[config.mk]
export PLATFORM = sky130hd
export DESIGN_NAME = rgb_to_bayer_tx
export DESIGN_NICKNAME = d
export VERILOG_FILES = /design/src/rtl/rgb_to_bayer_pkg.sv /design/src/rtl/rgb_to_bayer_tx_bayer_site_sel.sv /design/src/rtl/rgb_to_bayer_tx.sv
export SDC_FILE = /design/constraint.sdc
export NUM_CORES = 1
export LEC_CHECK = 0
export ABC_AREA = 1
export CORE_MARGIN = 2
export CORE_UTILIZATION = 45
export DETAILED_ROUTE_END_ITERATION = 7
export PLACE_DENSITY = 0.69
export SETUP_SLACK_MARGIN = 0.1
export SLEW_MARGIN = 5
export SYNTH_ARGS = -nofsm -noshare
export SYNTH_HDL_FRONTEND = slang
export SYNTH_SLANG_ARGS = --single-unit
[constraint.sdc]
create_clock -name clk -period 2.33 [get_ports clk]
set_clock_uncertainty 0.05 [all_clocks]
set_input_delay 0.466 -clock clk [delete_from_list [all_inputs] [get_ports clk]]
set_output_delay 0.466 -clock clk [all_outputs]
set_load 0.05 [all_outputs]
[src/rtl/rgb_to_bayer_pkg.sv]
// Shared types for the RGB-to-Bayer sensor emulator.
// CFA phase codes, FSM state enum and channel-select enum.
package rgb_to_bayer_pkg;

  localparam logic [1:0] PH_RGGB = 2'd0;
  localparam logic [1:0] PH_GRBG = 2'd1;
  localparam logic [1:0] PH_GBRG = 2'd2;
  localparam logic [1:0] PH_BGGR = 2'd3;

  typedef enum logic [1:0] {
    SYNC_WAIT,
    IDLE,
    ACTIVE
  } state_t;

  typedef enum logic [1:0] {
    SEL_R,
    SEL_G,
    SEL_B
  } sel_t;

endpackage

[src/rtl/rgb_to_bayer_tx_bayer_site_sel.sv]
// Bayer CFA site decoder: (x[0], y[0], phase) -> colour channel.
// Ports: x0, y0, phase[1:0] in; sel[1:0] out (sel_t code).
module bayer_site_sel
  import rgb_to_bayer_pkg::*;
(
  input  logic       x0,
  input  logic       y0,
  input  logic [1:0] phase,
  output logic [1:0] sel
);

  logic r;
  logic c;

  always_comb begin
    r   = y0 ^ phase[1];
    c   = x0 ^ phase[0];
    sel = SEL_G;
    unique case (1'b1)
      (!r && !c): sel = SEL_R;
      (r && c):   sel = SEL_B;
      default:    sel = SEL_G;
    endcase
  end

endmodule

[src/rtl/rgb_to_bayer_tx.sv]
// RGB (vsync/hsync/de) to raw Bayer (frame/line valid) re-mosaic.
// Ports: clk, reset_n, sync/de/rgb in; fv/lv/pixdata, errs out.
module rgb_to_bayer_tx
  import rgb_to_bayer_pkg::*;
#(
  parameter int         H_ACTIVE    = 1920,
  parameter int         V_ACTIVE    = 1080,
  parameter logic [1:0] BAYER_PHASE = PH_RGGB,
  parameter logic       VS_POL      = 1'b1
) (
  input  logic        clk,
  input  logic        reset_n,
  input  logic        vsync_in,
  input  logic        hsync_in,
  input  logic        de_in,
  input  logic [35:0] rgb_data,
  output logic        frame_valid,
  output logic        line_valid,
  output logic [11:0] pixdata,
  output logic        line_err,
  output logic        frame_err
);

  localparam int XW = $clog2(H_ACTIVE + 1);
  localparam int YW = $clog2(V_ACTIVE + 1);

  localparam logic [XW-1:0] X_H    = XW'(H_ACTIVE);
  localparam logic [XW-1:0] X_MAX  = {XW{1'b1}};
  localparam logic [YW-1:0] Y_V    = YW'(V_ACTIVE);
  localparam logic [YW-1:0] Y_LAST = YW'(V_ACTIVE - 1);
  localparam logic [YW-1:0] Y_MAX  = {YW{1'b1}};

  logic unused;
  assign unused = hsync_in;

  state_t state;
  state_t state_n;

  logic          vs_prev;
  logic          de_prev;
  logic          vs_act;
  logic          vs_lead;
  logic          de_rise;
  logic          de_fall;
  logic [XW-1:0] x;
  logic [XW-1:0] x_n;
  logic [XW-1:0] idx;
  logic [YW-1:0] y;
  logic [YW-1:0] y_n;
  logic [YW-1:0] y_eff;

  logic          p_valid_n;
  logic          lerr_n;
  logic          ferr_n;

  logic          s1_valid;
  logic          s1_fv;
  logic          s1_x0;
  logic          s1_y0;
  logic          s1_lerr;
  logic          s1_ferr;
  logic [35:0]   s1_rgb;

  logic [1:0]    sel;
  logic [11:0]   chan;

  always_comb begin
    vs_act  = (vsync_in == VS_POL);
    vs_lead = vs_act && !vs_prev;
    de_rise = de_in && !de_prev;
    de_fall = !de_in && de_prev;
    // vsync wins: counters restart before any
    // same-cycle de edge is applied
    y_eff   = vs_lead ? '0 : y;
    idx     = (de_rise || vs_lead) ? '0 : x;
  end

  always_comb begin
    state_n = state;
    unique case (state)
      SYNC_WAIT: begin
        if (vs_lead)
          state_n = de_rise ? ACTIVE : IDLE;
      end
      IDLE: begin
        if (de_rise && y_eff < Y_V)
          state_n = ACTIVE;
      end
      ACTIVE: begin
        if (vs_lead)
          state_n = de_rise ? ACTIVE : IDLE;
        else if (de_fall && y == Y_LAST)
          state_n = IDLE;
      end
      default: state_n = SYNC_WAIT;
    endcase
  end

  always_comb begin
    x_n = x;
    y_n = y;
    if (vs_lead) begin
      x_n = '0;
      y_n = '0;
    end
    if (de_in)
      x_n = (idx == X_MAX) ? idx : idx + 1'b1;
    if (de_fall && !vs_lead && y != Y_MAX)
      y_n = y + 1'b1;
  end

  always_comb begin
    p_valid_n = de_in && (state_n == ACTIVE)
             && (idx < X_H) && (y_eff < Y_V);
    lerr_n    = de_fall && (state == ACTIVE)
             && (x != X_H);
    ferr_n    = vs_lead && (state != SYNC_WAIT)
             && (y != Y_V);
  end

  always_ff @(posedge clk or negedge reset_n) begin
    if (!reset_n) begin
      state    <= SYNC_WAIT;
      // a vsync already active at release is not
      // a leading edge
      vs_prev  <= 1'b1;
      de_prev  <= 1'b0;
      x        <= '0;
      y        <= '0;
      s1_valid <= 1'b0;
      s1_fv    <= 1'b0;
      s1_x0    <= 1'b0;
      s1_y0    <= 1'b0;
      s1_lerr  <= 1'b0;
      s1_ferr  <= 1'b0;
      s1_rgb   <= '0;
    end else begin
      state    <= state_n;
      vs_prev  <= vs_act;
      de_prev  <= de_in;
      x        <= x_n;
      y        <= y_n;
      s1_valid <= p_valid_n;
      s1_fv    <= (state_n == ACTIVE);
      s1_x0    <= idx[0];
      s1_y0    <= y_eff[0];
      s1_lerr  <= lerr_n;
      s1_ferr  <= ferr_n;
      s1_rgb   <= rgb_data;
    end
  end

  bayer_site_sel u_site (
    .x0    (s1_x0),
    .y0    (s1_y0),
    .phase (BAYER_PHASE),
    .sel   (sel)
  );

  always_comb begin
    chan = s1_rgb[23:12];
    unique case (1'b1)
      (sel == SEL_R): chan = s1_rgb[35:24];
      (sel == SEL_B): chan = s1_rgb[11:0];
      default:        chan = s1_rgb[23:12];
    endcase
  end

  always_ff @(posedge clk or negedge reset_n) begin
    if (!reset_n) begin
      frame_valid <= 1'b0;
      line_valid  <= 1'b0;
      pixdata     <= '0;
      line_err    <= 1'b0;
      frame_err   <= 1'b0;
    end else begin
      frame_valid <= s1_fv;
      line_valid  <= s1_valid;
      pixdata     <= s1_valid ? chan : 12'h000;
      line_err    <= s1_lerr;
      frame_err   <= s1_ferr;
    end
  end

endmodule

# ---- After elaboration in Yosys (flattened, before gate mapping)
# Cells that the tools add are included.
dict set report totals {
  ff_bits 84
  word_cells 72
  in_bits 41
  out_inout_bits 16
}
dict set report op_classes {
  n_eq_ne 9
  mux 15
  magnitude_cmp 2
  add_sub_neg 2
  n_reduce_logical 27
}
# op count
set op_table {}
lappend op_table {{2-to-1 mux 11 bit} 6}
lappend op_table {{inequality test 11 bit (second input constant)} 3}
lappend op_table {{one-hot mux 12 bit (2 select lines)} 1}
lappend op_table {{adder 11 x 1 -> 11 bit (second input constant)} 2}
lappend op_table {{equality test 11 bit (second input constant)} 2}
lappend op_table {{< comparator 11 bit (second input constant)} 2}
lappend op_table {{logical AND 1 bit} 16}
lappend op_table {{2-to-1 mux 12 bit} 1}
lappend op_table {{2-to-1 mux 2 bit} 5}
lappend op_table {{equality test 2 bit (second input constant)} 3}
lappend op_table {{zero test 1 bit} 6}
lappend op_table {{one-hot mux 2 bit (3 select lines)} 1}
lappend op_table {{zero test 2 bit} 2}
lappend op_table {{one-hot mux 2 bit (2 select lines)} 1}
lappend op_table {{nonzero test 2 bit} 2}
lappend op_table {{equality test 2 x 1 -> 1 bit (second input constant)} 1}
lappend op_table {{logical OR 1 bit} 1}

# ---- Longest topological paths before layout
# Gate-level depths: netlist (run 1).
dict set report depth {
  depth_word 11
  mapped_depth 15
  ltp_nobuf 14
}

# ---- Modules after synthesis
# Synthesis (run 1) repeated with hierarchy kept, for this count alone.
dict set report hier_totals {
  cells_unflattened 415
  area_unflattened_um2 3701.0
}
# mod area_per_inst_um2 n_inst cells_each
set modules_own_cells {}
lappend modules_own_cells {rgb_to_bayer_tx 3651.0 1 404}
lappend modules_own_cells {bayer_site_sel 50.0 1 11}

# ---- Worst setup path before layout (run 1)
# OpenSTA, ideal clock, no wires.
dict set report synth_path {
  path_kind {register to register}
  start {register vs_prev}
  end {register x[1]}
  required_time_ns 2.163
  n_path_buf 1
  setup_time_ns 0.117
  path_slack_ns 0.275
  synth_period_minus_slack_ns 2.055
  stages_incl_launch_ff 14
  arrival_ns 1.889
  path_cell_list {dfstp_2 inv_1 nand2_2 nand2_4 nor2_1 ha_1 inv_1 nor2_4 nand3_1 buf_4 nand2_2 o21ai_2 nand2_1 nand2_1}
}
dict set report synth_via {
  elab_chain_cells 7
  elab_cells_between_ends 9
  cone_classes {add/sub (1); eq/ne (1); mux (3); reduce/logical (4)}
}
# element line_no
set synth_lines {}
lappend synth_lines {{from (decl)} rgb_to_bayer_tx.sv:39} ;# logic vs_prev;
lappend synth_lines {{from (signal assigned)} rgb_to_bayer_tx.sv:139} ;# vs_prev <= vs_act;
lappend synth_lines {{zero test 1 bit (*)} rgb_to_bayer_tx.sv:69} ;# vs_lead = vs_act && !vs_prev;
lappend synth_lines {{logical AND 1 bit (*)} rgb_to_bayer_tx.sv:69}
lappend synth_lines {{logical OR 1 bit (*)} rgb_to_bayer_tx.sv:75} ;# idx = (de_rise || vs_lead) ? '0 : x;
lappend synth_lines {{2-to-1 mux 11 bit (*)} rgb_to_bayer_tx.sv:75}
lappend synth_lines {{net idx[0]} rgb_to_bayer_tx.sv:47} ;# logic [XW-1:0] idx;
lappend synth_lines {{adder 11 x 1 -> 11 bit or equality test 11 bit (tied branches)} rgb_to_bayer_tx.sv:107} ;# x_n = (idx == X_MAX) ? idx : idx + 1'b1;
lappend synth_lines {{2-to-1 mux 11 bit (*)} rgb_to_bayer_tx.sv:107}
lappend synth_lines {{2-to-1 mux 11 bit (*)} rgb_to_bayer_tx.sv:106} ;# if (de_in)
lappend synth_lines {{to (signal assigned)} rgb_to_bayer_tx.sv:141} ;# x <= x_n;
lappend synth_lines {{to (decl)} rgb_to_bayer_tx.sv:45} ;# logic [XW-1:0] x;
# Mark *: on every way through the listed nets, which the timed path passes. The rest lies on a longest branch.
# A chain may end at the register's enable or synchronous reset.

# ---- Final worst setup path (run 1)
dict set report layout_path {
  start {register frame_valid}
  end {output frame_valid}
}
# element line_no
set layout_rtl {}
lappend layout_rtl {{from (decl)} rgb_to_bayer_tx.sv:17} ;# output logic frame_valid,
lappend layout_rtl {{from (signal assigned)} rgb_to_bayer_tx.sv:177} ;# frame_valid <= s1_fv;
# No word-level cell between the ends.

==> impl_metrics.env, run 1 <==
export IMPL_status="complete, no violations"
export IMPL_root_buffer="clkbuf_8"
export IMPL_synth_area_per_cell_um2=9.62
export IMPL_worst_slew_pin_slew_ns=0.521
export IMPL_fp_row_count=31
export IMPL_critPathMaxFanout=1
export IMPL_drv_slew=0
export IMPL_fmax_ghz=0.493
export IMPL_grt_max_degree=49
export IMPL_r2r_slack_ns=0.44
export IMPL_max_stage_delay_ns=0.81
export IMPL_grt_setup_unrepaired="no"
export IMPL_initial_utilization=0.470
export IMPL_setup_viol_count_final=0
export IMPL_crit_chain="clkdlybuf4s50_1"
export IMPL_end_kind="output port"
export IMPL_die_area_um2=8420
export IMPL_synthFlopType="dfrtp_1"
export IMPL_worst_setup_path_type="register to output port"
export IMPL_critical_path_arrival_ns=1.51
export IMPL_core_area_um2=7370
export IMPL_clkTransAtPathRegs_ns=0.08
export IMPL_whs_ns=0.00692
export IMPL_ys_seq_area_frac=0.607
export IMPL_postCtsHoldBufs=0
export IMPL_die_x_um=91.7
export IMPL_nNetsFinal=478
export IMPL_drtAntennaViolNets=0
export IMPL_maxCapViolations=0
export IMPL_worst_path_buf_inv=1
export IMPL_netlist_instances=360
export IMPL_drive_above_1_share=0.115
export IMPL_place_congestion=0.906
export IMPL_r2r_start="vs_prev"
export IMPL_clk_latency_ns=0.36
export IMPL_final_core_utilization=0.602
export IMPL_synthTopCellsByArea="dfrtp_1 60%, nand2_1 8.5%, inv_1 4.0%"
export IMPL_yosysTopAreaCellShare=0.599
export IMPL_synth_edff_count=0
export IMPL_syn_area_um2=3460
export IMPL_route_detailed_drc=0
export IMPL_r2r_end="y[2]"
export IMPL_dpl_cell_area_um2=4210
export IMPL_first_global_vias=2564
export IMPL_post_cts_resized=0
export IMPL_cts_setup_buffers=0
export IMPL_syn_num_nets=406
export IMPL_tns_ns=0
export IMPL_io_buffers=55
export IMPL_wirelength_um=7250
export IMPL_die_height_um=91.7
export IMPL_power_static_leakage_nw=2.05
export IMPL_synth_cell_types=32
export IMPL_clock_sinks=84
export IMPL_grt_pass1_wl_um=12100
export IMPL_wl_per_cell_um=13.6
export IMPL_vdd_ir_drop_max_v=0.000301
export IMPL_timing_final_crit_period_ns=2.03
export IMPL_ys_ff_latch=84
export IMPL_h_tree_depth=3
export IMPL_clk_path_buf_depth=2
export IMPL_relSlewSlack=0.652
export IMPL_cp_required_ns=1.81
export IMPL_final_hold_viol_count=0
export IMPL_numCtsBuffers=9
export IMPL_hpwl_um=5020
export IMPL_drt_initial_drc_count=95
export IMPL_finalInstanceArea_um2=4440
export IMPL_critPathTopFamily="buffers and inverters"
export IMPL_cp_slowest_cell="clkdlybuf4s50_1"
export IMPL_antennaDiodeCount=0
export IMPL_antenna_found_initial=0
export IMPL_track_usage=0.187
export IMPL_grt_ovfl_total=0
export IMPL_fin_crit_sh=0.870
export IMPL_vias=2576
export IMPL_cp_start_kind="register"
export IMPL_async_reset_ff_frac=1.00
export IMPL_drtPass1Iterations=4
export IMPL_vias_per_cell=4.81
export IMPL_p_per_area_nw_per_um2=799
export IMPL_yosys_area_top_type="dfrtp_1"
export IMPL_worstRegToRegCells=9
export IMPL_worstHoldPathType="input port to asynchronous set/reset pin"
export IMPL_yosys_warnings=0
export IMPL_num_io_pins=57
export IMPL_tritoncts="yes"
export IMPL_syn_to_final_growth_pct=28.1
[Yosys cell counts (2+ instances only)]
master,n
o21ai_1,6
clkbuf_1,4
nor2_4,3
nand3_2,3
buf_2,2
nor3_1,2
a21oi_1,26
xor2_1,7
nand4_1,7
dfrtp_1,83
nand3_1,25
nor2_2,3
o21ai_0,24
nor2_1,22
nand2_4,2
ha_1,5
inv_1,37
nand2_2,4
nand2_1,78
nor4_1,2
a31oi_1,3
xnor2_1,2
[layer usage]
layer / GRT usage / vias to the layer above / part of all wire
li1: - / 1309 / -
met1: 0.249 / 1209 / 0.47
met2: 0.298 / 52 / 0.47
met3: 0.0616 / 6 / 0.043
met4: 0.0448 / 0 / 0.0087
met5: 0 / - / 0
[cell usage in the layout (no fill, tap or decap), types with 2 or more instances in the layout]
master,netlist,routed
a21oi_1,26,26
a31oi_1,3,3
buf_4,1,15
bufinv_16,0,2
clkbuf_8,0,10
clkdlybuf4s50_1,0,54
dfrtp_1,83,83
ha_1,5,5
inv_1,37,37
nand2_1,78,78
nand2_2,4,4
nand2_4,2,2
nand3_1,25,25
nand3_2,3,3
nand4_1,7,7
nor2_1,22,22
nor2_2,3,3
nor2_4,3,3
nor3_1,2,2
nor4_1,2,2
o21ai_0,24,24
o21ai_1,6,6
xnor2_1,2,2
xor2_1,7,7
[worst max-delay path by stage]
stage | startpoint | end | slack, ns | cells after the start
floorplan | vs_prev | x[1] | 0.27 | 13
global placement | de_in | x[2] | 0.07 | 14
detailed placement | de_in | x[2] | 0.005 | 14
CTS | frame_valid | frame_valid | 0.28 | 1
global route | vsync_in | y[2] | 0.23 | 9
finish | frame_valid | frame_valid | 0.30 | 1
[cell families (layout without fill, tap and decap cells)]
kind of cell	count (synthesis)	in the layout	share of synthesized area
AO/OA/AOI/OAI	61	61	0.0910
XOR/XNOR	9	9	0.0228
adder cells (fa/ha/maj)	5	5	0.0181
buffers and inverters	49	125	0.0578
flip-flops	84	84	0.607
AND/OR/NAND/NOR	152	152	0.203
[per-stage QoR]
stage | total power, mW | std cells | worst slack (ns)
3_5_place_dp | 2.42 | 520 | 0.00520
5_1_grt | 3.73 | 535 | 0.231
3_3_place_gp | 2.40 | 520 | 0.0659
2_1_floorplan | 2.11 | 360 | 0.275
6_report | 3.54 | 535 | 0.302
4_1_cts | 3.59 | 535 | 0.279
[worst register-to-register path, cell delays in order (launching register included)]
cell	delay, ns
dfstp_2	0.52
inv_1	0.04
nand2_2	0.08
buf_4	0.21
clkinv_1	0.16
nor2_1	0.17
nand2_2	0.23
inv_1	0.17
nand2_1	0.05
o21ai_0	0.13
[cell type report]
type                            count  area [µm²]
Fill cell                         635        2930
Sequential cell                    84        2100
Multi-Input combinational cell    227        1160
Timing Repair Buffer               70         673
Inverter                           40         153
Clock buffer                       10         138
Tap cell                           99         124
Clock inverter                      5        85.1
[state kept, by name (all words and copies together) (netlist names), 2 cells and up]
name,flops
x,11
pixdata,12
state,2
s1_rgb,36
y,11
[power by group]
group | switching (mW) | total [mW] | leakage [nW] | internal (mW)
clock network | 0.527 | 1.16 | 0.109 | 0.632
logic | 0.446 | 0.706 | 0.872 | 0.260
registers | 0.0825 | 1.68 | 1.07 | 1.60
Note: power is estimated with default switching activity, not from simulation.
==> run 2, diff against run 1 <==
Settings changed: CELL_PAD_IN_SITES_DETAIL_PLACEMENT set to 1, CELL_PAD_IN_SITES_GLOBAL_PLACEMENT set to 1, CORE_UTILIZATION 45 to 40, PLACE_DENSITY 0.69 to unset, PLACE_DENSITY_LB_ADDON set to 0.1.
==> impl_metrics.env, run 2 (synthesis results as in run 1) <==
export IMPL_status="complete, no violations"
export IMPL_wirelength_um=9230
export IMPL_clk_path_buf_depth=2
export IMPL_finalInstanceArea_um2=4530
export IMPL_timing_final_crit_period_ns=2.05
export IMPL_clkTransAtPathRegs_ns=0.09
export IMPL_wl_per_cell_um=16.6
export IMPL_grt_ovfl_total=0
export IMPL_drt_initial_drc_count=60
export IMPL_vias_per_cell=4.98
export IMPL_worst_path_buf_inv=1
export IMPL_nNetsFinal=493
export IMPL_worstHoldPathType="register to register"
export IMPL_initial_utilization=0.417
export IMPL_cts_setup_buffers=0
export IMPL_antenna_found_initial=0
export IMPL_die_height_um=97.1
export IMPL_clockPowerShare=0.298
export IMPL_drtPass1Iterations=4
export IMPL_final_core_utilization=0.546
export IMPL_power_static_leakage_nw=2.11
export IMPL_top_register="s1_rgb"
export IMPL_fp_row_count=33
export IMPL_crit_chain="clkdlybuf4s50_1"
export IMPL_p_seq_frac=0.487
export IMPL_tns_ns=0
export IMPL_antennaDiodeCount=0
export IMPL_reg_top3="s1_rgb: 36 flops, pixdata: 12 flops"
export IMPL_clk_latency_ns=0.35
export IMPL_hpwl_um=6670
export IMPL_switchingPower_mw=1.15
export IMPL_worst_setup_path_type="register to output port"
export IMPL_syn_to_final_growth_pct=30.8
export IMPL_route_detailed_drc=0
export IMPL_grt_util_met3=0.0381
export IMPL_tritoncts="yes"
export IMPL_most_common_layout_cells="83 x dfrtp_1, 78 x nand2_1, 54 x clkdlybuf4s50_1, 37 x inv_1, 29 x buf_4"
export IMPL_p_per_area_nw_per_um2=764
export IMPL_track_usage=0.210
export IMPL_dpl_cell_area_um2=4330
export IMPL_setup_viol_count_final=0
export IMPL_critPathMaxFanout=1
export IMPL_internal_power_mw=2.31
export IMPL_multiInputGateArea_um2=1170
export IMPL_worst_slew_pin_slew_ns=0.555
export IMPL_fin_crit_sh=0.879
export IMPL_end_kind="output port"
export IMPL_maxCapViolations=0
export IMPL_place_inst=540
export IMPL_critPathTopFamily="buffers and inverters"
export IMPL_drtAntennaViolNets=0
export IMPL_die_x_um=97.1
export IMPL_use_met1=0.270
export IMPL_nFillCells=969
export IMPL_die_area_um2=9420
export IMPL_vias=2773
export IMPL_final_common_cell="dfrtp_1"
export IMPL_grt_pass1_wl_um=15400
export IMPL_grt_busiest_layer="met2"
export IMPL_relSlewSlack=0.630
export IMPL_cp_slowest_cell="clkdlybuf4s50_1"
export IMPL_place_congestion=0.849
export IMPL_instances_no_fill=557
export IMPL_critical_path_arrival_ns=1.53
export IMPL_io_buffers=55
export IMPL_num_io_pins=57
export IMPL_seq_area_um2=2100
export IMPL_largest_register_ffs=36
export IMPL_total_power_mw=3.46
export IMPL_grt_setup_unrepaired="no"
export IMPL_grt_max_degree=35
export IMPL_clock_sinks=84
export IMPL_cp_required_ns=1.81
export IMPL_h_tree_depth=3
export IMPL_final_hold_viol_count=0
export IMPL_first_global_vias=3018
export IMPL_drive_above_1_share=0.146
export IMPL_met2_usage=0.363
export IMPL_numCtsBuffers=9
export IMPL_root_buffer="clkbuf_8"
export IMPL_drv_slew=0
export IMPL_combPwrFrac=0.215
export IMPL_core_area_um2=8300
export IMPL_vdd_ir_drop_max_v=0.000383
export IMPL_max_stage_delay_ns=0.83
export IMPL_switching_share=0.333
export IMPL_fmax_ghz=0.488
export IMPL_cp_start_kind="register"
## run 2: cell types whose count changed in the layout (fill, tap and decap cells not counted), sizes merged
cell	change
buf	+14
inv	+4
bufinv	-2
clkinv	-1
dlygate4sd3	+1
## run 2: final cells by class
type | count | area share
clock buffer | 10 | 0.0304
clock inverter | 6 | 0.0119
inverter | 40 | 0.0337
multi-input combinational | 227 | 0.257
sequential | 84 | 0.464
tap | 105 | 0.0290
timing repair buffer | 85 | 0.174
## run 2: path summary, 6_finish.rpt
path / slack, ns / to / startpoint / cells after the start
min in group asynchronous: 0.52 / pixdata[0] / reset_n / 2
setup reg to reg: 0.35 / x[1] / vs_prev / 13
hold / removal: 0.31 / frame_err / s1_ferr / 0
max in group asynchronous: 1.06 / s1_rgb[3] / reset_n / 3
setup / recovery: 0.28 / frame_err / frame_err / 1
hold reg to reg: 0.31 / frame_err / s1_ferr / 0
## run 2: power groups by stage
stage | logic, mW | clock network, mW | registers, mW
final | 0.744 | 1.03 | 1.69
after global routing | 0.814 | 1.12 | 1.70
after CTS | 0.755 | 1.06 | 1.69
after detailed placement | 0.750 | 0 | 1.71
after global placement | 0.723 | 0 | 1.70
after floorplan | 0.244 | 0 | 1.87
## run 2: per-layer routing
layer | part of all wire | up-vias
met1 | 0.46 | 1371
met3 | 0.033 | 12
li1 | - | 1339
met4 | 0.013 | 0
met5 | 0 | -
met2 | 0.50 | 51
## run 2: what timing repair did
action / 4_1_cts / 5_1_grt
endpoints found under the setup margin: 0 / 8
endpoints found under the hold margin: 24 / 0
resized for setup: 0 / 1
hold buffers: 1 / 0
## run 2: stage by stage
| step | hold WS (ns) | setup WS [ns] |
|---|---|---|
| floorplan | 0.120 | 0.275 |
| global placement | 0.283 | -0.0714 |
| detailed placement | 0.286 | -0.166 |
| CTS | 0.315 | 0.211 |
| global route | 0.325 | 0.135 |
| finish | 0.306 | 0.282 |
